### src/rtl/lc3b_mem_arbiter_pkg.sv
// Shared types for the LC-3b memory arbiter: bus widths, arbitration state and grant encodings.
package lc3b_mem_arbiter_pkg;

    localparam int ADDR_W = 16;
    localparam int DATA_W = 16;
    localparam int MASK_W = DATA_W / 8;

    typedef logic [DATA_W-1:0] lc3b_word;
    typedef logic [MASK_W-1:0] lc3b_mem_wmask;

    typedef enum logic [1:0] {
        IDLE   = 2'd0,
        BUSY_I = 2'd1,
        BUSY_D = 2'd2
    } lc3b_arb_state;

    typedef enum logic {
        GRANT_I = 1'b0,
        GRANT_D = 1'b1
    } lc3b_arb_grant;

    localparam lc3b_mem_wmask WMASK_ALL = '1;

endpackage

### src/rtl/lc3b_mem_arbiter_if.sv
// Requester and physical-memory signals of the arbiter, grouped as one bundle.
// Handshake: a requester holds read/write until its resp pulses for one cycle; pmem_resp is a one-cycle pulse.
interface lc3b_mem_arbiter_if;
    import lc3b_mem_arbiter_pkg::*;

    logic          i_read;
    lc3b_word      i_addr;
    lc3b_word      i_rdata;
    logic          i_resp;

    logic          d_read;
    logic          d_write;
    lc3b_word      d_addr;
    lc3b_word      d_wdata;
    lc3b_mem_wmask d_wmask;
    lc3b_word      d_rdata;
    logic          d_resp;

    logic          pmem_read;
    logic          pmem_write;
    lc3b_word      pmem_addr;
    lc3b_word      pmem_wdata;
    lc3b_mem_wmask pmem_wmask;
    lc3b_word      pmem_rdata;
    logic          pmem_resp;

    modport slave (
        input  i_read, i_addr, d_read, d_write, d_addr, d_wdata, d_wmask,
        input  pmem_rdata, pmem_resp,
        output i_rdata, i_resp, d_rdata, d_resp,
        output pmem_read, pmem_write, pmem_addr, pmem_wdata, pmem_wmask
    );

    modport master (
        output i_read, i_addr, d_read, d_write, d_addr, d_wdata, d_wmask,
        output pmem_rdata, pmem_resp,
        input  i_rdata, i_resp, d_rdata, d_resp,
        input  pmem_read, pmem_write, pmem_addr, pmem_wdata, pmem_wmask
    );

endinterface

### src/rtl/lc3b_mem_arbiter_watchdog.sv
// Saturating transaction watchdog: clears on grant, counts busy cycles, flags terminal count.
module lc3b_arb_watchdog #(
    parameter int TIMEOUT = 255
) (
    input  logic clk,
    input  logic reset_n,
    input  logic i_clr,
    input  logic i_en,
    output logic o_tc
);

    localparam int CW = (TIMEOUT > 0) ? $clog2(TIMEOUT + 1) : 1;
    localparam logic [CW-1:0] TC_VAL = CW'(TIMEOUT);

    logic [CW-1:0] r_cnt;

    always_ff @(posedge clk) begin
        if (!reset_n) begin
            r_cnt <= '0;
        end else if (i_clr) begin
            r_cnt <= '0;
        end else if (i_en && (r_cnt != TC_VAL)) begin
            r_cnt <= r_cnt + 1'b1;
        end
    end

    // TIMEOUT of zero leaves the counter parked at zero and the flag low.
    assign o_tc = (TIMEOUT != 0) && (r_cnt == TC_VAL);

endmodule

### src/rtl/lc3b_mem_arbiter.sv
// Round-robin arbiter sharing one physical memory port between instruction fetch and data access.
module lc3b_mem_arbiter
    import lc3b_mem_arbiter_pkg::*;
#(
    parameter int TIMEOUT = 255
) (
    input  logic                 clk,
    input  logic                 reset_n,
    lc3b_mem_arbiter_if.slave    bus,
    output logic                 timeout_err,
    output lc3b_arb_state        o_dbg_state
);

    lc3b_arb_state r_state;
    lc3b_arb_grant r_last_grant;
    logic          r_pmem_read;
    logic          r_pmem_write;
    lc3b_word      r_pmem_addr;
    lc3b_word      r_pmem_wdata;
    lc3b_mem_wmask r_pmem_wmask;
    logic          r_timeout_err;

    logic w_i_req;
    logic w_d_req;
    logic w_grant_i;
    logic w_grant_d;
    logic w_busy;
    logic w_wd_tc;
    logic w_done;

    assign w_i_req   = bus.i_read;
    assign w_d_req   = bus.d_read | bus.d_write;
    // On a tie, the requester that did not win last time gets the port.
    assign w_grant_i = (r_state == IDLE) && w_i_req && (!w_d_req || (r_last_grant == GRANT_D));
    assign w_grant_d = (r_state == IDLE) && w_d_req && !w_grant_i;
    assign w_busy    = (r_state != IDLE);
    assign w_done    = w_busy && (bus.pmem_resp || w_wd_tc);

    lc3b_arb_watchdog #(
        .TIMEOUT (TIMEOUT)
    ) u_watchdog (
        .clk     (clk),
        .reset_n (reset_n),
        .i_clr   (w_grant_i | w_grant_d),
        .i_en    (w_busy & ~bus.pmem_resp),
        .o_tc    (w_wd_tc)
    );

    always_ff @(posedge clk) begin
        if (!reset_n) begin
            r_state       <= IDLE;
            r_last_grant  <= GRANT_D;
            r_pmem_read   <= 1'b0;
            r_pmem_write  <= 1'b0;
            r_pmem_addr   <= '0;
            r_pmem_wdata  <= '0;
            r_pmem_wmask  <= WMASK_ALL;
            r_timeout_err <= 1'b0;
        end else begin
            case (r_state)
                IDLE: begin
                    if (w_grant_i) begin
                        r_state      <= BUSY_I;
                        r_last_grant <= GRANT_I;
                        r_pmem_read  <= 1'b1;
                        r_pmem_write <= 1'b0;
                        r_pmem_addr  <= bus.i_addr;
                        r_pmem_wmask <= WMASK_ALL;
                    end else if (w_grant_d) begin
                        // A simultaneous read+write request is serviced as a write.
                        r_state      <= BUSY_D;
                        r_last_grant <= GRANT_D;
                        r_pmem_read  <= ~bus.d_write;
                        r_pmem_write <= bus.d_write;
                        r_pmem_addr  <= bus.d_addr;
                        r_pmem_wdata <= bus.d_wdata;
                        r_pmem_wmask <= bus.d_write ? bus.d_wmask : WMASK_ALL;
                    end
                end
                BUSY_I, BUSY_D: begin
                    if (w_done) begin
                        r_state      <= IDLE;
                        r_pmem_read  <= 1'b0;
                        r_pmem_write <= 1'b0;
                        if (!bus.pmem_resp) begin
                            r_timeout_err <= 1'b1;
                        end
                    end
                end
                default: begin
                    r_state <= IDLE;
                end
            endcase
        end
    end

    assign bus.i_resp     = (r_state == BUSY_I) && (bus.pmem_resp || w_wd_tc);
    assign bus.d_resp     = (r_state == BUSY_D) && (bus.pmem_resp || w_wd_tc);
    assign bus.i_rdata    = bus.pmem_rdata;
    assign bus.d_rdata    = bus.pmem_rdata;
    assign bus.pmem_read  = r_pmem_read;
    assign bus.pmem_write = r_pmem_write;
    assign bus.pmem_addr  = r_pmem_addr;
    assign bus.pmem_wdata = r_pmem_wdata;
    assign bus.pmem_wmask = r_pmem_wmask;
    assign timeout_err    = r_timeout_err;
    assign o_dbg_state    = r_state;

endmodule

### src/flat_wrapper.sv
// flat-port wrapper written by rule: the top's interface ports become plain ports
module lc3b_mem_arbiter_flat import lc3b_mem_arbiter_pkg::*;
#(
    parameter int TIMEOUT = 255
)
  (clk, reset_n, timeout_err, o_dbg_state, bus_i_read, bus_i_addr, bus_d_read, bus_d_write, bus_d_addr, bus_d_wdata, bus_d_wmask, bus_pmem_rdata, bus_pmem_resp, bus_i_rdata, bus_i_resp, bus_d_rdata, bus_d_resp, bus_pmem_read, bus_pmem_write, bus_pmem_addr, bus_pmem_wdata, bus_pmem_wmask);
  lc3b_mem_arbiter_if bus_i ();
  input  logic clk;
  input  logic reset_n;
  output logic timeout_err;
  output lc3b_arb_state o_dbg_state;
  input wire logic [$bits(bus_i.i_read)-1:0] bus_i_read;
  input wire logic [$bits(bus_i.i_addr)-1:0] bus_i_addr;
  input wire logic [$bits(bus_i.d_read)-1:0] bus_d_read;
  input wire logic [$bits(bus_i.d_write)-1:0] bus_d_write;
  input wire logic [$bits(bus_i.d_addr)-1:0] bus_d_addr;
  input wire logic [$bits(bus_i.d_wdata)-1:0] bus_d_wdata;
  input wire logic [$bits(bus_i.d_wmask)-1:0] bus_d_wmask;
  input wire logic [$bits(bus_i.pmem_rdata)-1:0] bus_pmem_rdata;
  input wire logic [$bits(bus_i.pmem_resp)-1:0] bus_pmem_resp;
  output wire logic [$bits(bus_i.i_rdata)-1:0] bus_i_rdata;
  output wire logic [$bits(bus_i.i_resp)-1:0] bus_i_resp;
  output wire logic [$bits(bus_i.d_rdata)-1:0] bus_d_rdata;
  output wire logic [$bits(bus_i.d_resp)-1:0] bus_d_resp;
  output wire logic [$bits(bus_i.pmem_read)-1:0] bus_pmem_read;
  output wire logic [$bits(bus_i.pmem_write)-1:0] bus_pmem_write;
  output wire logic [$bits(bus_i.pmem_addr)-1:0] bus_pmem_addr;
  output wire logic [$bits(bus_i.pmem_wdata)-1:0] bus_pmem_wdata;
  output wire logic [$bits(bus_i.pmem_wmask)-1:0] bus_pmem_wmask;
  assign bus_i.i_read = bus_i_read;
  assign bus_i.i_addr = bus_i_addr;
  assign bus_i.d_read = bus_d_read;
  assign bus_i.d_write = bus_d_write;
  assign bus_i.d_addr = bus_d_addr;
  assign bus_i.d_wdata = bus_d_wdata;
  assign bus_i.d_wmask = bus_d_wmask;
  assign bus_i.pmem_rdata = bus_pmem_rdata;
  assign bus_i.pmem_resp = bus_pmem_resp;
  assign bus_i_rdata = bus_i.i_rdata;
  assign bus_i_resp = bus_i.i_resp;
  assign bus_d_rdata = bus_i.d_rdata;
  assign bus_d_resp = bus_i.d_resp;
  assign bus_pmem_read = bus_i.pmem_read;
  assign bus_pmem_write = bus_i.pmem_write;
  assign bus_pmem_addr = bus_i.pmem_addr;
  assign bus_pmem_wdata = bus_i.pmem_wdata;
  assign bus_pmem_wmask = bus_i.pmem_wmask;
  lc3b_mem_arbiter #(.TIMEOUT(TIMEOUT)) u_core (.clk(clk), .reset_n(reset_n), .bus(bus_i), .timeout_err(timeout_err), .o_dbg_state(o_dbg_state));
endmodule
### config.mk
export PLATFORM = sky130hd
export DESIGN_NAME = lc3b_mem_arbiter_flat
export DESIGN_NICKNAME = d
export VERILOG_FILES = /design/src/rtl/lc3b_mem_arbiter_pkg.sv /design/src/rtl/lc3b_mem_arbiter_if.sv /design/src/rtl/lc3b_mem_arbiter_watchdog.sv /design/src/rtl/lc3b_mem_arbiter.sv /design/src/flat_wrapper.sv
export SDC_FILE = /design/constraint.sdc
export NUM_CORES = 1
export LEC_CHECK = 0
export CAP_MARGIN = 15
export CELL_PAD_IN_SITES_DETAIL_PLACEMENT = 1
export CELL_PAD_IN_SITES_GLOBAL_PLACEMENT = 2
export CORE_AREA = 2 2 93 104
export DETAILED_ROUTE_END_ITERATION = 8
export DIE_AREA = 0 0 95 106
export DONT_BUFFER_PORTS = 1
export PLACE_DENSITY = 0.82
export SYNTH_ARGS = -nofsm -noshare
export SYNTH_HDL_FRONTEND = slang
export SYNTH_HIERARCHICAL = 1
export SYNTH_SLANG_ARGS = --single-unit
### constraint.sdc
create_clock -name clk -period 2 [get_ports clk]
set_input_delay 0.5 -clock clk [delete_from_list [all_inputs] [get_ports clk]]
set_output_delay 0.5 -clock clk [all_outputs]
set_load 0.01 [all_outputs]
==> results of run 1 <==
## synth_stat cells, drive strengths merged (5+ instances only)
| master | n |
|---|---|
| inv | 8 |
| dfxtp | 48 |
| nand2 | 10 |
| a311oi | 17 |
| nand3 | 21 |
| nand4 | 20 |
| buf | 50 |
| ha | 5 |
| o21ai | 36 |
| a21oi | 38 |
| clkbuf | 6 |
## path summary, 6_finish.rpt
| path | from | endpoint | cells after the start | slack, ns |
|---|---|---|---|---|
| max | u_core/u_watchdog/r_cnt[1]$_SDFFE_PP0P_ | bus_i_resp | 5 | 0.07 |
| min | reset_n | u_core/r_last_grant$_SDFFE_PN1P_ | 1 | 0.26 |
| max reg2reg | u_core/o_dbg_state[0]$_SDFFE_PN0P_ | u_core/bus.pmem_wmask[0]$_SDFFE_PN1P_ | 6 | 0.19 |
| min reg2reg | u_core/bus.pmem_write$_SDFFE_PN0P_ | u_core/bus.pmem_write$_SDFFE_PN0P_ | 2 | 0.52 |
## worst reg2reg max path, delay by kind of cell, from the launching register on
| family | cells | cell delay, ns |
|---|---|---|
| AOI/OAI and AO/OA | 2 | 0.64 |
| DFF | 1 | 0.34 |
| buffers and inverters | 2 | 0.27 |
| adders and majority gates | 1 | 0.27 |
| and+or+nand+nor | 1 | 0.18 |
## flip-flops by register name, indices dropped and copies added, names as in the netlist
register                 flops
u_core/bus.pmem_addr        16
u_core/bus.pmem_wdata       16
u_core/u_watchdog/r_cnt      8
u_core/bus.pmem_wmask        2
u_core/o_dbg_state           2
u_core/bus.pmem_read         1
u_core/bus.pmem_write        1
u_core/r_last_grant          1
u_core/timeout_err           1
## logic make-up (layout without fill, tap and decap cells)
family / Yosys count / after routing / share of synthesized area
fa+ha+maj: 5 / 5 / 0.02301
buf+inv: 64 / 29 / 0.1684
compound gates: 115 / 115 / 0.2895
simple gates: 75 / 75 / 0.1583
mux: 2 / 2 / 0.007363
flops: 48 / 48 / 0.3534
## cell type report
type                       instances  area [µm²]
clock buffer                       6       72.57
clock inverter                     2       35.03
fill                            1077        6421
inverter                           8       30.03
multi-input combinational        197        1336
sequential                        48       968.4
tap                              117       146.4
timing repair buffer              13       110.1
## timing repair
item	in CTS	in global routing
buffers inserted	0	1
resized for setup	8	4
hold buffers	0	0
endpoints found under the setup margin	2	7
## power groups by stage
stage	Combinational [mW]	Sequential, mW	Clock (mW)
after floorplan	1.59	1.52	0
after global placement	1.89	1.57	0
after detailed placement	1.96	1.57	0
after CTS	1.97	1.55	0.736
after global routing	2.16	1.58	0.781
final	1.96	1.54	0.706
## through the flow
step,std cells,utilization
after global routing,391,0.2959
after detailed placement,382,0.2793
after floorplan,309,-
after global placement,382,0.2793
final,391,0.2959
after CTS,390,0.2941
## layer usage
| layer | vias to the layer above | routed length (µm) | track usage |
|---|---|---|---|
| met5 | - | 0 | 0 |
| met4 | 0 | 153 | 0.05797 |
| met3 | 11 | 492 | 0.03118 |
| met2 | 70 | 4048 | 0.2852 |
| met1 | 1103 | 3036 | 0.1733 |
| li1 | 1052 | - | - |
==> results.json, run 1 <==
{
  "start_util": 0.2981,
  "worstPathRequired_ns": 1.50,
  "vias": 2236,
  "die_area_um2": 10070,
  "synth_edf_count": 0,
  "wire_per_inst_um": 19.77,
  "dpl_cell_area_um2": 2547,
  "fin_area_um2": 2699,
  "p_int_mw": 2.341,
  "cp-end-kind": "output port",
  "leakage_nw": 0.8796,
  "slowest_stage": "dfxtp_4",
  "startpoint_type": "flop",
  "timing.final.ws_setup_ns": 0.06839,
  "grt_usage": 0.1554,
  "hold_class": "in2reg",
  "timing.hold.ws_ns": 0.2597,
  "io-pin-count": 145,
  "netlist_instances": 309,
  "die_height_um": 106,
  "crit_fanout": 5,
  "numCtsBuffers": 5,
  "fin_crit_sh": 0.9658,
  "ys_types": 49,
  "power_density_nw_per_um2": 1558,
  "overflow": 0,
  "yosys_most_used_dff": "dfxtp_1",
  "power_frac_comb": 0.466,
  "path_cells": "ha_4, and3_4, and2_4, nor2_2, nor2b_2",
  "nets": 350,
  "maxSlewViolCount": 0,
  "antenna_found_initial": 0,
  "clkSinkCount": 48,
  "p_switching_mw": 1.863,
  "final_common_cell": "dfxtp_1",
  "ys_top_cells_by_area": "dfxtp_1, buf_4, a21oi_1, o21ai_0, nand4_1",
  "h-tree-depth": 2,
  "clockBufferDepth": 2,
  "setup_violations": 0,
  "synth.net_count": 386,
  "seq_area_frac_synth": 0.3534,
  "final-hold-violation-count": 0,
  "grt_pass1_vias": 2385,
  "final.min_clock_period_ns": 1.932,
  "core_um2": 9120,
  "arrival_ns": 1.43,
  "crit_type": "reg2out",
  "syn_area_um2": 2719,
  "worstMarginPinSlew_ns": 0.6266,
  "antenna_left": 0,
  "drc": 0,
  "grt_max_degree": 32,
  "drt-initial-drc-count": 66,
  "seq_power_share": 0.366,
  "finClkSkew_ns": 0.004370,
  "gp_congestion": 0.7282,
  "fmax_mhz": 517.7,
  "portBuffers": 0,
  "p_total_mw": 4.205,
  "max_stage_delay_ns": 0.37,
  "hpwl_mm": 5.371,
  "worstSkewPairLatency_ns": 0.30,
  "ys_async_sr_fraction": 0,
  "n_antenna_cell": 0,
  "clkTransAtPathRegs_ns": 0.09,
  "vias_per_cell": 5.719,
  "cp_top_family": "simple AND/OR/NAND/NOR gates",
  "vdd_drop_max_mv": 0.4327,
  "ys_ff_latch": 48,
  "clockRootBuffer": "clkbuf_8",
  "switching_share": 0.4432,
  "detail_route.first_pass.iterations": 4,
  "routed_wl_mm": 7.731,
  "clkPwrFrac": 0.168,
  "syn_avg_cell_area_um2": 8.799,
  "synth_warnings": 6,
  "layout_common_cells": "dfxtp_1, a21oi_1, o21ai_0",
  "yosys.area.top_type": "dfxtp_1",
  "area_growth_syn_to_layout_pct": -0.7363,
  "post-synth-top-area-fraction": 0.3534,
  "cts_tree": "done",
  "post-place-ws_ns": 0.09746,
  "chipWidth_um": 95,
  "rows": 37,
  "max_slew_margin": 0.5817,
  "outcome": "completed",
  "tns_ns": 0,
  "grt_pass1_wl_mm": 12.27,
  "drive_above_1_share": 0.1606,
  "critPathBufInv": 0,
  "maxCapViolCount": 0
}
Note: power is estimated with default switching activity, not from simulation.
==> run 2, diff against run 1 <==
--- a/config.mk
+++ b/config.mk
@@ -12,7 +12,7 @@
 export DETAILED_ROUTE_END_ITERATION = 8
 export DIE_AREA = 0 0 95 106
 export DONT_BUFFER_PORTS = 1
-export PLACE_DENSITY = 0.82
+export PLACE_DENSITY_LB_ADDON = 0.1
 export SYNTH_ARGS = -nofsm -noshare
 export SYNTH_HDL_FRONTEND = slang
 export SYNTH_HIERARCHICAL = 1
==> results.json, run 2 (same netlist as run 1, synthesis figures left out) <==
{
  "outcome": "completed",
  "max_stage_delay_ns": 0.37,
  "reg2reg_slack_ns": 0.23,
  "io-pin-count": 145,
  "rows": 37,
  "detail_route.first_pass.iterations": 4,
  "slowest_stage": "dfxtp_2",
  "drive_above_1_share": 0.1979,
  "n_antenna_cell": 0,
  "maxSlewViolCount": 0,
  "startpoint_type": "flop",
  "instances_no_fill": 400,
  "worstPathRequired_ns": 1.50,
  "clkTransAtPathRegs_ns": 0.10,
  "maxCapViolCount": 0,
  "tns_ns": 0,
  "finClkSkew_ns": 0.002620,
  "cp-end-kind": "output port",
  "overflow": 0,
  "max_slew_margin": 0.6538,
  "arrival_ns": 1.41,
  "antenna_found_initial": 0,
  "setup_violations": 0,
  "cts_tree": "done",
  "grt_pass1_wl_mm": 13.12,
  "vdd_drop_max_mv": 0.4152,
  "routed_wl_mm": 8.079,
  "die_height_um": 106,
  "clockRootBuffer": "clkbuf_8",
  "crit_fanout": 5,
  "fin_crit_sh": 0.9541,
  "nets": 359,
  "grt_setup_unrepaired": "no",
  "grt_usage": 0.1635,
  "gp_congestion": 0.7429,
  "die_area_um2": 10070,
  "power_density_nw_per_um2": 1548,
  "antenna_left": 0,
  "final.min_clock_period_ns": 1.908,
  "final-hold-violation-count": 0,
  "h-tree-depth": 2,
  "numCtsBuffers": 5,
  "portBuffers": 0,
  "start_util": 0.2981,
  "fmax_mhz": 524.0,
  "drc": 0,
  "worstHoldPathCells": 1,
  "critPathBufInv": 0,
  "cp.depth": 5,
  "cp_top_family": "simple AND/OR/NAND/NOR gates",
  "layout_common_cells": "dfxtp_1, a21oi_1, o21ai_0",
  "vias": 2218,
  "rr_worst_depth": 6,
  "hold_class": "in2reg",
  "path_cells": "ha_2, and3_4, and2_4, nor2_4, nor2b_4",
  "timing.hold.ws_ns": 0.2598,
  "wire_per_inst_um": 20.20,
  "hpwl_mm": 5.734,
  "chipWidth_um": 95,
  "grt_pass1_vias": 2485,
  "worstSkewPairLatency_ns": 0.30,
  "core_um2": 9120,
  "grt_max_degree": 25,
  "worstMarginPinSlew_ns": 0.5181,
  "area_growth_syn_to_layout_pct": 1.611,
  "clockBufferDepth": 2,
  "drt-initial-drc-count": 66,
  "place_inst": 390,
  "vias_per_cell": 5.545,
  "leakage_nw": 0.9220,
  "crit_type": "reg2out",
  "final_common_cell": "dfxtp_1",
  "clkSinkCount": 48
}
run 2: cell types whose count changed in the layout (fill, tap and decap cells not counted), sizes merged:
cell	previous run	this run
clkinvlp	0	1
clkbuf	6	5
buf	13	22
run 2: cell type report:
class	count	area, µm²
fillers	1052	6357
multi-input cells	197	1345
clock inverters	3	42.54
clock buffers	5	68.82
repair buffers	22	165.2
well taps	117	146.4
inverters	8	30.03
flip-flops and latches	48	964.7
run 2: routing by layer:
metal	track usage	wire length, µm	share of wire	vias to the layer above
met5	0	0	0	-
met4	0.03623	37	0.0046	0
met3	0.04181	561	0.069	2
met2	0.2832	4067	0.50	72
met1	0.2019	3413	0.42	1069
li1	-	-	-	1075
run 2: through the flow:
step	setup slack [ns]	power (mW)	instance area, µm²	util
after floorplan	0.01179	3.107	2726	-
after global placement	0.1736	3.562	2595	0.2845
after detailed placement	0.08837	3.594	2595	0.2845
after CTS	0.01793	4.355	2739	0.3003
after global routing	0.01764	4.638	2763	0.3029
final	0.09176	4.278	2763	0.3029
run 2: worst register-to-register path: cells and delay by family, from the launching register on:
family / cells / cell delay [ns]
buffers and inverters: 2 / 0.29
adder cells (fa/ha/maj): 1 / 0.30
AO/OA/AOI/OAI: 3 / 0.70
flip-flops: 1 / 0.35
run 2: where the power goes:
| group | leakage (nW) | switching [mW] | total [mW] | internal (mW) |
|---|---|---|---|---|
| combinational | 0.472 | 1.23 | 2.00 | 0.772 |
| sequential | 0.396 | 0.309 | 1.55 | 1.24 |
| clock | 0.0541 | 0.356 | 0.727 | 0.371 |
run 2: timing repair:
item	4_1_cts	5_1_grt
resized for setup	11	5
hold buffers	0	0
pin swaps	1	2
setup buffers	0	2
endpoints found under the setup margin	2	10
hold endpoints to repair	0	0
run 2: worst paths after layout:
kind | startpoint | to
worst max-delay path | u_core/u_watchdog/r_cnt[0]$_SDFFE_PP0P_ | bus_d_resp
worst min-delay path | reset_n | u_core/r_last_grant$_SDFFE_PN1P_
worst max register to register | u_core/o_dbg_state[0]$_SDFFE_PN0P_ | u_core/bus.pmem_addr[3]$_SDFFE_PN0P_
worst min register to register | u_core/u_watchdog/r_cnt[1]$_SDFFE_PP0P_ | u_core/u_watchdog/r_cnt[1]$_SDFFE_PP0P_
==> run 3, diff against run 2 <==
--- a/config.mk
+++ b/config.mk
@@ -8,10 +8,9 @@
 export CAP_MARGIN = 15
 export CELL_PAD_IN_SITES_DETAIL_PLACEMENT = 1
 export CELL_PAD_IN_SITES_GLOBAL_PLACEMENT = 2
-export CORE_AREA = 2 2 93 104
+export CORE_AREA = 2 2 118 131
 export DETAILED_ROUTE_END_ITERATION = 8
-export DIE_AREA = 0 0 95 106
-export DONT_BUFFER_PORTS = 1
+export DIE_AREA = 0 0 120 133
 export PLACE_DENSITY_LB_ADDON = 0.1
 export SYNTH_ARGS = -nofsm -noshare
 export SYNTH_HDL_FRONTEND = slang
==> results.json, run 3 (same netlist as run 1, synthesis figures left out) <==
{
  "clockBufferDepth": 2,
  "fin_crit_sh": 0.9451,
  "layout_common_cells": "clkdlybuf4s50_1, dfxtp_1, buf_4",
  "final-seq-area_um2": 963.4,
  "clkTransAtPathRegs_ns": 0.07,
  "die_height_um": 133,
  "vias": 2703,
  "fin_util": 0.2740,
  "cp-end-kind": "output port",
  "rr_worst_depth": 8,
  "maxCapViolCount": 0,
  "vias_per_cell": 4.520,
  "path_cells": "ha_4, and3_4, and2_4, nor2_4, nor2b_1, buf_2",
  "worstPathRequired_ns": 1.50,
  "hpwl_mm": 7.176,
  "final-hold-violation-count": 0,
  "portBuffers": 96,
  "hold_end": "u_core/bus.pmem_read$_SDFFE_PN0P_",
  "wire_per_inst_um": 16.26,
  "timing.hold.ws_ns": 0.4584,
  "leakage_nw": 1.425,
  "drc": 0,
  "maxSlewViolCount": 0,
  "crit_type": "reg2out",
  "hold_class": "reg2reg",
  "antenna_found_initial": 0,
  "r2r-end": "u_core/o_dbg_state[1]$_SDFFE_PN0P_",
  "finClkSkew_ns": 0.006605,
  "h-tree-depth": 2,
  "fillCellCount": 1723,
  "n_antenna_cell": 0,
  "worstMarginPinSlew_ns": 0.5586,
  "multi_input_area_um2": 1338,
  "detail_route.first_pass.iterations": 4,
  "outcome": "completed",
  "io-pin-count": 145,
  "cts_tree": "done",
  "startpoint_type": "flop",
  "drt-initial-drc-count": 81,
  "regToRegStartpoint": "u_core/u_watchdog/r_cnt[0]$_SDFFE_PP0P_",
  "max_slew_margin": 0.6267,
  "start_util": 0.1842,
  "hold_start": "u_core/bus.pmem_read$_SDFFE_PN0P_",
  "power_density_nw_per_um2": 1281,
  "reg2reg_slack_ns": 0.20,
  "crit_fanout": 2,
  "worstSkewPairLatency_ns": 0.29,
  "vdd_drop_max_mv": 0.4345,
  "grt_setup_unrepaired": "yes",
  "post-place-ws_ns": -0.1998,
  "setup_violations": 0,
  "final.min_clock_period_ns": 1.890,
  "rows": 47,
  "chipWidth_um": 120,
  "timing.final.ws_setup_ns": 0.1098,
  "grt_pass1_wl_mm": 15.90,
  "routed_wl_mm": 9.726,
  "numCtsBuffers": 5,
  "core_um2": 14760,
  "max_stage_delay_ns": 0.35,
  "nets": 478,
  "clockRootBuffer": "clkbuf_16",
  "clkSinkCount": 48,
  "die_area_um2": 15960,
  "startpoint": "u_core/u_watchdog/r_cnt[1]$_SDFFE_PP0P_",
  "grt_max_degree": 19,
  "p_total_mw": 5.182,
  "worstHoldPathCells": 2,
  "area_growth_syn_to_layout_pct": 48.73,
  "grt_usage": 0.1249,
  "arrival_ns": 1.39,
  "grt_pass1_vias": 2963,
  "drive_above_1_share": 0.1915,
  "overflow": 0,
  "gp_congestion": 0.7146,
  "antenna_left": 0,
  "fmax_mhz": 529.0,
  "final_common_cell": "clkdlybuf4s50_1",
  "slowest_stage": "dfxtp_2"
}
run 3: cell types whose count changed in the layout (fill, tap and decap cells not counted), moves of 2 or more:
cell             change
buf_12               +2
buf_2                +2
buf_4               +21
clkbuf_16            +5
clkbuf_8             -4
clkdlybuf4s50_1     +94
nor2b_1              +2
nor2b_4              -2
run 3: where the power goes:
part	total (mW)	leakage, nW	internal [mW]	switching [mW]
clock	0.899	0.0691	0.499	0.400
sequential	1.39	0.396	1.24	0.154
combinational	2.89	0.960	1.37	1.53
total	5.18	1.43	3.10	2.08
run 3: what timing repair did:
action	4_1_cts	5_1_grt
gates cloned	0	0
pin swaps	1	1
setup buffers	0	2
endpoints found under the setup margin	2	18
resized for setup	13	4
hold buffers	0	0
run 3: final cells by class:
| cell class | count | area share |
|---|---|---|
| multi-input cells | 197 | 0.3308 |
| repair buffers | 141 | 0.3249 |
| flip-flops and latches | 48 | 0.2382 |
| well taps | 196 | 0.06064 |
| clock buffers | 6 | 0.03434 |
| inverters | 8 | 0.007426 |
| clock inverters | 2 | 0.003713 |
run 3: layer usage:
metal	vias to the layer above	share of wire	global-route usage
met2	71	0.50	0.2156
met4	0	0.012	0.03660
met3	6	0.054	0.03276
li1	1312	-	-
met1	1314	0.43	0.1514
met5	-	0	0
run 3: stage by stage:
stage / instance area [µm²] / instances / TNS (ns)
after floorplan: 2726 / 309 / 0
after global placement: 3852 / 588 / -3.093
after detailed placement: 3852 / 588 / -3.773
after CTS: 4010 / 596 / 0
after global routing: 4044 / 598 / -0.005890
final: 4044 / 598 / 0
run 3: how the worst max path moves through the flow:
stage	cells past startpoint	slack, ns	to
2_1_floorplan	9	0.01	u_core/u_watchdog/r_cnt[3]$_SDFFE_PP0P_
3_3_place_gp	4	-0.18	bus_d_resp
3_5_place_dp	4	-0.20	bus_i_resp
4_1_cts	6	0.04	bus_i_resp
5_1_grt	6	-0.006	bus_d_resp
6_report	6	0.11	bus_i_resp
run 3: critical path: cells and delay by family (launching register included):
| family | cells | cell delay, ns |
|---|---|---|
| and+or+nand+nor | 4 | 0.47 |
| DFF | 1 | 0.35 |
| adders and majority gates | 1 | 0.14 |
| buffers and inverters | 1 | 0.14 |
==> patch 1: new RTL, config.mk and constraints of run 3 <==
`TIMEOUT` is set to 255 in 3 places; all go to 510.
--- a/src/rtl/lc3b_mem_arbiter_watchdog.sv
+++ b/src/rtl/lc3b_mem_arbiter_watchdog.sv
@@ -1,5 +1,5 @@
 // Saturating transaction watchdog: clears on grant, counts busy cycles, flags terminal count.
 module lc3b_arb_watchdog #(
-    parameter int TIMEOUT = 255
+    parameter int TIMEOUT = 510
 ) (
     input  logic clk,
--- a/src/rtl/lc3b_mem_arbiter.sv
+++ b/src/rtl/lc3b_mem_arbiter.sv
@@ -3,5 +3,5 @@
     import lc3b_mem_arbiter_pkg::*;
 #(
-    parameter int TIMEOUT = 255
+    parameter int TIMEOUT = 510
 ) (
     input  logic                 clk,
--- a/src/flat_wrapper.sv
+++ b/src/flat_wrapper.sv
@@ -2,5 +2,5 @@
 module lc3b_mem_arbiter_flat import lc3b_mem_arbiter_pkg::*;
 #(
-    parameter int TIMEOUT = 255
+    parameter int TIMEOUT = 510
 )
   (clk, reset_n, timeout_err, o_dbg_state, bus_i_read, bus_i_addr, bus_d_read, bus_d_write, bus_d_addr, bus_d_wdata, bus_d_wmask, bus_pmem_rdata, bus_pmem_resp, bus_i_rdata, bus_i_resp, bus_d_rdata, bus_d_resp, bus_pmem_read, bus_pmem_write, bus_pmem_addr, bus_pmem_wdata, bus_pmem_wmask);
Formal check against the unedited RTL: no difference found for any inputs over 10 cycles, from zero or initial values and one cycle with reset_n low; that may be too few to reach the edited logic, so the function may still have changed.
==> patch 1 against run 3 <==
  * Critical path depth rose by 1
  * Final area rose by 2.7%
  * Register-to-register slack got worse by 0.06 ns
  * Setup slack got worse by 0.013 ns
  * Non-clock buffer count fell by 2
  * First-iteration DRC count fell by 16%
  * Routed wire length rose by 5.3%
  * Total power rose by 2.2%
  * Sequential cell count rose by 1
  * Clock skew fell by 0.00070 ns
  * Synthesized area rose by 4.2%
  * Sequential share of layout area fell by 0.089 points
==> patch 1: results (changes against run 3) <==
| Metric | Value |
|---|---|
| Status | finished, final reports clean |
| Metal3 WL | 526 um (-0.75%) |
| DRT iter0 DRCs | 68 (-16%) |
| Non-clock buffering overhead | 31.90% (-0.59 points) |
| Num CTS Buffers | 5 (unchanged) |
| Synth top area cells | dfxtp_1 (35%), buf_4 (9.0%), a21oi_1 (6.4%), buf_6 (5.2%), nand4_1 (4.9%) |
| Multi-input gate share of total cell area | 34.13% (+1.1 points) |
| Clock Path Buffers | 2 (unchanged) |
| Routability cong. | 0.7197 (+0.71%) |
| N_diodes | 0 (unchanged) |
| Multi-input logic area | 1418 um^2 (+6.0%) |
| Fill count | 1706 (-0.99%) |
| Share of cells above drive strength 1 | 20.29% (+1.1 points) |
| Relative slew slack | 61.85% (-0.83 points) |
| Worst clock skew | 0.005907 ns (-0.0006983 ns) |
| Routed WL per cell | 16.92 um (+4.1%) |
| Post-placement cell area | 3963 um^2 (+2.9%) |
| Grt met3 use | 3.060% (-0.22 points) |
| Comb_multi_in | 205 (+4.1%) |
| Total Routing Usage GR | 13.13% (+0.65 points) |
| Global-route wire length before repair | 16.46 mm (+3.6%) |
| Routed wl met2 | 4.797 mm (-1.3%) |
| Largest net degree at the start of global routing | 22 (+3) |
| Vias in the first global route | 2870 (-3.1%) |
| M1 GR Usage | 17.59% (+2.5 points) |
| Worst vdd ir | 0.3750 mV (-14%) |
| Via count | 2720 (+0.63%) |
| Antenna-violating nets left | 0 (unchanged) |
| Final clock-cell share | 3.614% (-0.19 points) |
| Post-synthesis sequential area ratio | 34.61% (-0.73 points) |
| M2 GR Usage | 20.86% (-0.69 points) |
| M1 WL | 4.777 mm (+13%) |
| Non-CTS buffers | 139 (-1.4%) |
| Root Buffer | clkbuf_16 |
| Initial antenna violation count | 0 (unchanged) |
| Inverters | 8 (unchanged) |
| Post-synth EDFFs | 0 (unchanged) |
| #FFs+latches synth | 49 (+2.1%) |
| Post-synth top cells | dfxtp_1 (49), a21oi_1 (36), buf_4 (34) |
| Dpl hpwl | 7.416 mm (+3.3%) |
| Clk Latency, worst-skew pair | 0.30 ns |
| Netlist cell types | 56 (+14%) |
| Pleak | 1.486 nW (+4.3%) |
| Slowest stage delay, CP | 0.33 ns (-0.02 ns) |
| Layout net count | 486 (+1.7%) |
| Post-Place Worst Slack | -0.5589 ns (-0.3591 ns) |
| Register area | 985.9 um^2 (+2.3%) |
| Buffers on Ports | 96 (unchanged) |
| Mapped Nets | 397 (+2.8%) |
==> patch 1: worst reg2reg max path: stages, from the launching register on <==
cell and delay [ns]:
dfxtp_2 0.37, inv_1 0.10, ha_1 0.24, o21ai_4 0.07, o21ai_0 0.16, or2b_4 0.30
or4_1 0.47, o21ai_1 0.08
==> patch 1: stage by stage <==
step                      utilization (%)  std cells
after floorplan                         -        319
after global routing                28.14        605
after CTS                           28.01        604
final                               28.14        605
after detailed placement            26.85        594
after global placement              26.85        594
==> patch 1: final timing paths <==
kind                                                start                                       to  slack, ns  depth (start not counted)
setup / recovery  u_core/u_watchdog/r_cnt[0]$_SDFFE_PP0P_                               bus_i_resp        0.1                          7
hold / removal          u_core/bus.pmem_read$_SDFFE_PN0P_        u_core/bus.pmem_read$_SDFFE_PN0P_       0.46                          2
setup reg to reg       u_core/o_dbg_state[1]$_SDFFE_PN0P_  u_core/u_watchdog/r_cnt[6]$_SDFFE_PP0P_       0.14                          7
hold reg to reg         u_core/bus.pmem_read$_SDFFE_PN0P_        u_core/bus.pmem_read$_SDFFE_PN0P_       0.46                          2
==> patch 1: timing repair <==
action	CTS	global route
endpoints found under the setup margin	9	7
gates resized for setup	16	4
setup buffers	2	1
pin swaps	3	2
==> patch 1: power by group <==
group / leakage [nW] / internal (mW) / switching, mW
Sequential: 0.405 / 1.26 / 0.162
Combinational: 1.01 / 1.39 / 1.57
Clock: 0.0708 / 0.474 / 0.433
==> patch 1: cell families (layout without fill, tap and decap cells) <==
family | Yosys count | after routing | share of synthesized area (%)
multiplexers | 3 | 3 | 1.060
AND/OR/NAND/NOR | 79 | 79 | 16.16
flip-flops | 49 | 49 | 34.61
AO/OA/AOI/OAI | 117 | 117 | 28.74
buffers and inverters | 65 | 155 | 16.78
adder cells (fa/ha/maj) | 6 | 6 | 2.649
==> patch 2: new RTL, config.mk and constraints of run 3 <==
Made on the original files. Put one more register stage on the output `o_dbg_state`, without a reset. The value now appears one clock later. The other outputs are not delayed to match.
--- a/src/rtl/lc3b_mem_arbiter.sv
+++ b/src/rtl/lc3b_mem_arbiter.sv
@@ -105,5 +105,7 @@
     assign bus.pmem_wmask = r_pmem_wmask;
     assign timeout_err    = r_timeout_err;
-    assign o_dbg_state    = r_state;
+    always_ff @(posedge clk) begin
+        o_dbg_state <= r_state;
+    end
 
 endmodule
Formal check against the unedited RTL: not equivalent (Yosys sat finds a counterexample within 4 cycles, from zero or initial values and one cycle with reset_n low).
==> patch 2 against run 3 <==
  * Synthesized cell count rose by 0.97%
  * Final area fell by 0.40%
  * Total power rose by 1.6%
  * Setup slack got worse by 0.031 ns
  * Clock power rose by 9.3%
  * Routed wire length fell by 0.73%
  * First-iteration DRC count rose by 49%
  * Largest power group unchanged
  * Clock skew fell by 0.0035 ns
  * Synthesized area fell by 1.7%
  * Maximum frequency fell by 1.6%
  * Sequential cell count rose by 2
==> patch 2: results (changes against run 3) <==
| Metric | Value |
|---|---|
| Clk Latency, worst-skew pair | 0.29 ns (about the same) |
| TritonRoute pass-1 iters | 4 (unchanged) |
| Worst vdd ir | 0.4030 mV (-7.3%) |
| H-tree Lvls | 2 (unchanged) |
| Worst EP arrival | 1.42 ns (+0.03 ns) |
| Post-Syn Instances | 312 (+0.97%) |
| Root Buffer | clkbuf_16 |
| Post-synth top cells | dfxtp_1 (50), a21oi_1 (39), o21ai_0 (35) |
| Metal3 WL | 600 um (+13%) |
| Buffers on Ports | 96 (unchanged) |
| Worst Hold Depth | 0 (-2) |
| Vias in the first global route | 2948 (-0.51%) |
| Synth top area cells | dfxtp_1 (37%), buf_4 (9.3%), a21oi_1 (7.3%), o21ai_0 (6.6%), a311oi_2 (5.6%) |
| Placed Cells | 588 (unchanged) |
| Setup Buffers After CTS | 0 (unchanged) |
| N_diodes | 0 (unchanged) |
| Switching Share | 38.93% (-1.2 points) |
| M1 WL | 4.149 mm (-1.7%) |
| Netlist cell types | 44 (-10%) |
| Post-Route WL | 9.655 mm (-0.73%) |
| Max layer used | met4 |
| Mapped Nets | 389 (+0.78%) |
| Total Routing Usage GR | 12.48% (about the same) |
| Fill count | 1719 (-0.23%) |
| Global-route wire length before repair | 15.68 mm (-1.3%) |
| Slowest CP cell | dfxtp_1 |
| Worst-margin pin slew | 0.4394 ns (-0.1191 ns) |
| Async S/R FF share, synth | 0% (unchanged) |
| Worst min-delay path category | reg2reg |
| Via count | 2638 (-2.4%) |
| CTS clk-pin slew, worst paths | 0.07 ns (about the same) |
| Post-synthesis sequential area ratio | 37.44% (+2.1 points) |
| Cell family with most CP delay | simple AND/OR/NAND/NOR gates |
| Pleak | 1.429 nW (+0.29%) |
| DRT iter0 DRCs | 121 (+49%) |
| Yosys warns | 6 (unchanged) |
| Slowest stage delay, CP | 0.31 ns (-0.04 ns) |
| Crit share post-route | 96.04% (+1.5 points) |
| Synth top area share | 37.44% (+2.1 points) |
| Routability cong. | 0.7438 (+4.1%) |
| Dpl hpwl | 6.989 mm (-2.6%) |
| Layout net count | 476 (-0.42%) |
| Largest net degree at the start of global routing | 25 (+6) |
| Status | finished, final reports clean |
| Routed WL per cell | 16.20 um (-0.40%) |
| Clock Path Buffers | 2 (unchanged) |
| Worst clock skew | 0.003110 ns (-0.003495 ns) |
| CP max FO | 2 (unchanged) |
| R2R cell count | 6 (-2) |
| Share of cells above drive strength 1 | 17.75% (-1.4 points) |
| Synth Flop Type | dfxtp_1 |
| Num CTS Buffers | 5 (unchanged) |
| Routed wl met2 | 4.813 mm (-0.97%) |
[patch 2: cell types whose count changed in the layout (fill, tap and decap cells not counted), moves of 2 or more]
cell	run 3	this run
a311oi_1	13	7
a311oi_2	4	10
buf_4	43	40
clkbuf_1	0	2
clkinvlp_4	2	0
dfxtp_1	46	50
dfxtp_2	2	0
nand2_1	10	12
nor2_4	3	1
o21ai_0	28	35
o21ai_1	7	0
[patch 2: metrics by stage]
| step | setup WS, ns | util (%) | hold WS [ns] | instance area, um^2 |
|---|---|---|---|---|
| floorplan | 0.02876 | - | 0.3678 | 2683 |
| global placement | -0.2832 | 26.13 | 0.4157 | 3857 |
| detailed placement | -0.2722 | 26.13 | 0.4172 | 3857 |
| CTS | 0.02998 | 27.24 | 0.4268 | 4020 |
| global route | -0.004231 | 27.29 | 0.4330 | 4028 |
| finish | 0.07914 | 27.29 | 0.4145 | 4028 |
[patch 2: worst register-to-register path: stages, from the launching register on]
cell     delay, ns
dfxtp_1       0.40
inv_1         0.11
ha_1          0.29
nor2_2        0.19
nand3_1       0.13
or4_1         0.41
and3_1        0.19
[patch 2: worst paths after layout]
| check | from | end | slack [ns] |
|---|---|---|---|
| min reg2reg | u_core/r_state[0]$_SDFFE_PN0P_ | u_core/o_dbg_state[0]$_DFF_P_ | 0.41 |
| max reg2reg | u_core/r_state[0]$_SDFFE_PN0P_ | u_core/u_watchdog/r_cnt[6]$_SDFFE_PP0P_ | 0.18 |
| min | u_core/r_state[0]$_SDFFE_PN0P_ | u_core/o_dbg_state[0]$_DFF_P_ | 0.41 |
| max | u_core/u_watchdog/r_cnt[0]$_SDFFE_PP0P_ | bus_i_resp | 0.08 |
[patch 2: cell families after synthesis]
group	synth area share, %
AO/OA/AOI/OAI	29.25
AND/OR/NAND/NOR	15.30
buffers and inverters	14.93
flip-flops	37.44
adder cells (fa/ha/maj)	2.340
multiplexers	0.7487
[patch 2: metal layers]
layer  track usage [%]  vias up
met2             22.16       74
met1             14.67     1256
li1                  -     1302
met4             3.007        0
met5                 0        -
met3             3.621        6
[patch 2: cell type report]
class | count | area (um^2) | area share, %
clock inverters | 1 | 30.03 | 0.7456
multi-input cells | 196 | 1297 | 32.21
well taps | 196 | 245.2 | 6.089
repair buffers | 138 | 1291 | 32.06
clock buffers | 7 | 132.6 | 3.293
flip-flops and latches | 50 | 1001 | 24.85
inverters | 8 | 30.03 | 0.7456
[patch 2: repair_timing]
item,CTS,global route
setup endpoints to repair,2,3
resized for setup,11,2
pin swaps,1,0
[patch 2: power groups by stage]
stage | clock [mW] | sequential (mW) | combinational (mW)
finish | 0.983 | 1.46 | 2.82
global route | 1.06 | 1.51 | 3.15
CTS | 1.03 | 1.47 | 2.89
detailed placement | 0 | 1.48 | 2.89
global placement | 0 | 1.49 | 2.86
floorplan | 0 | 1.57 | 1.50
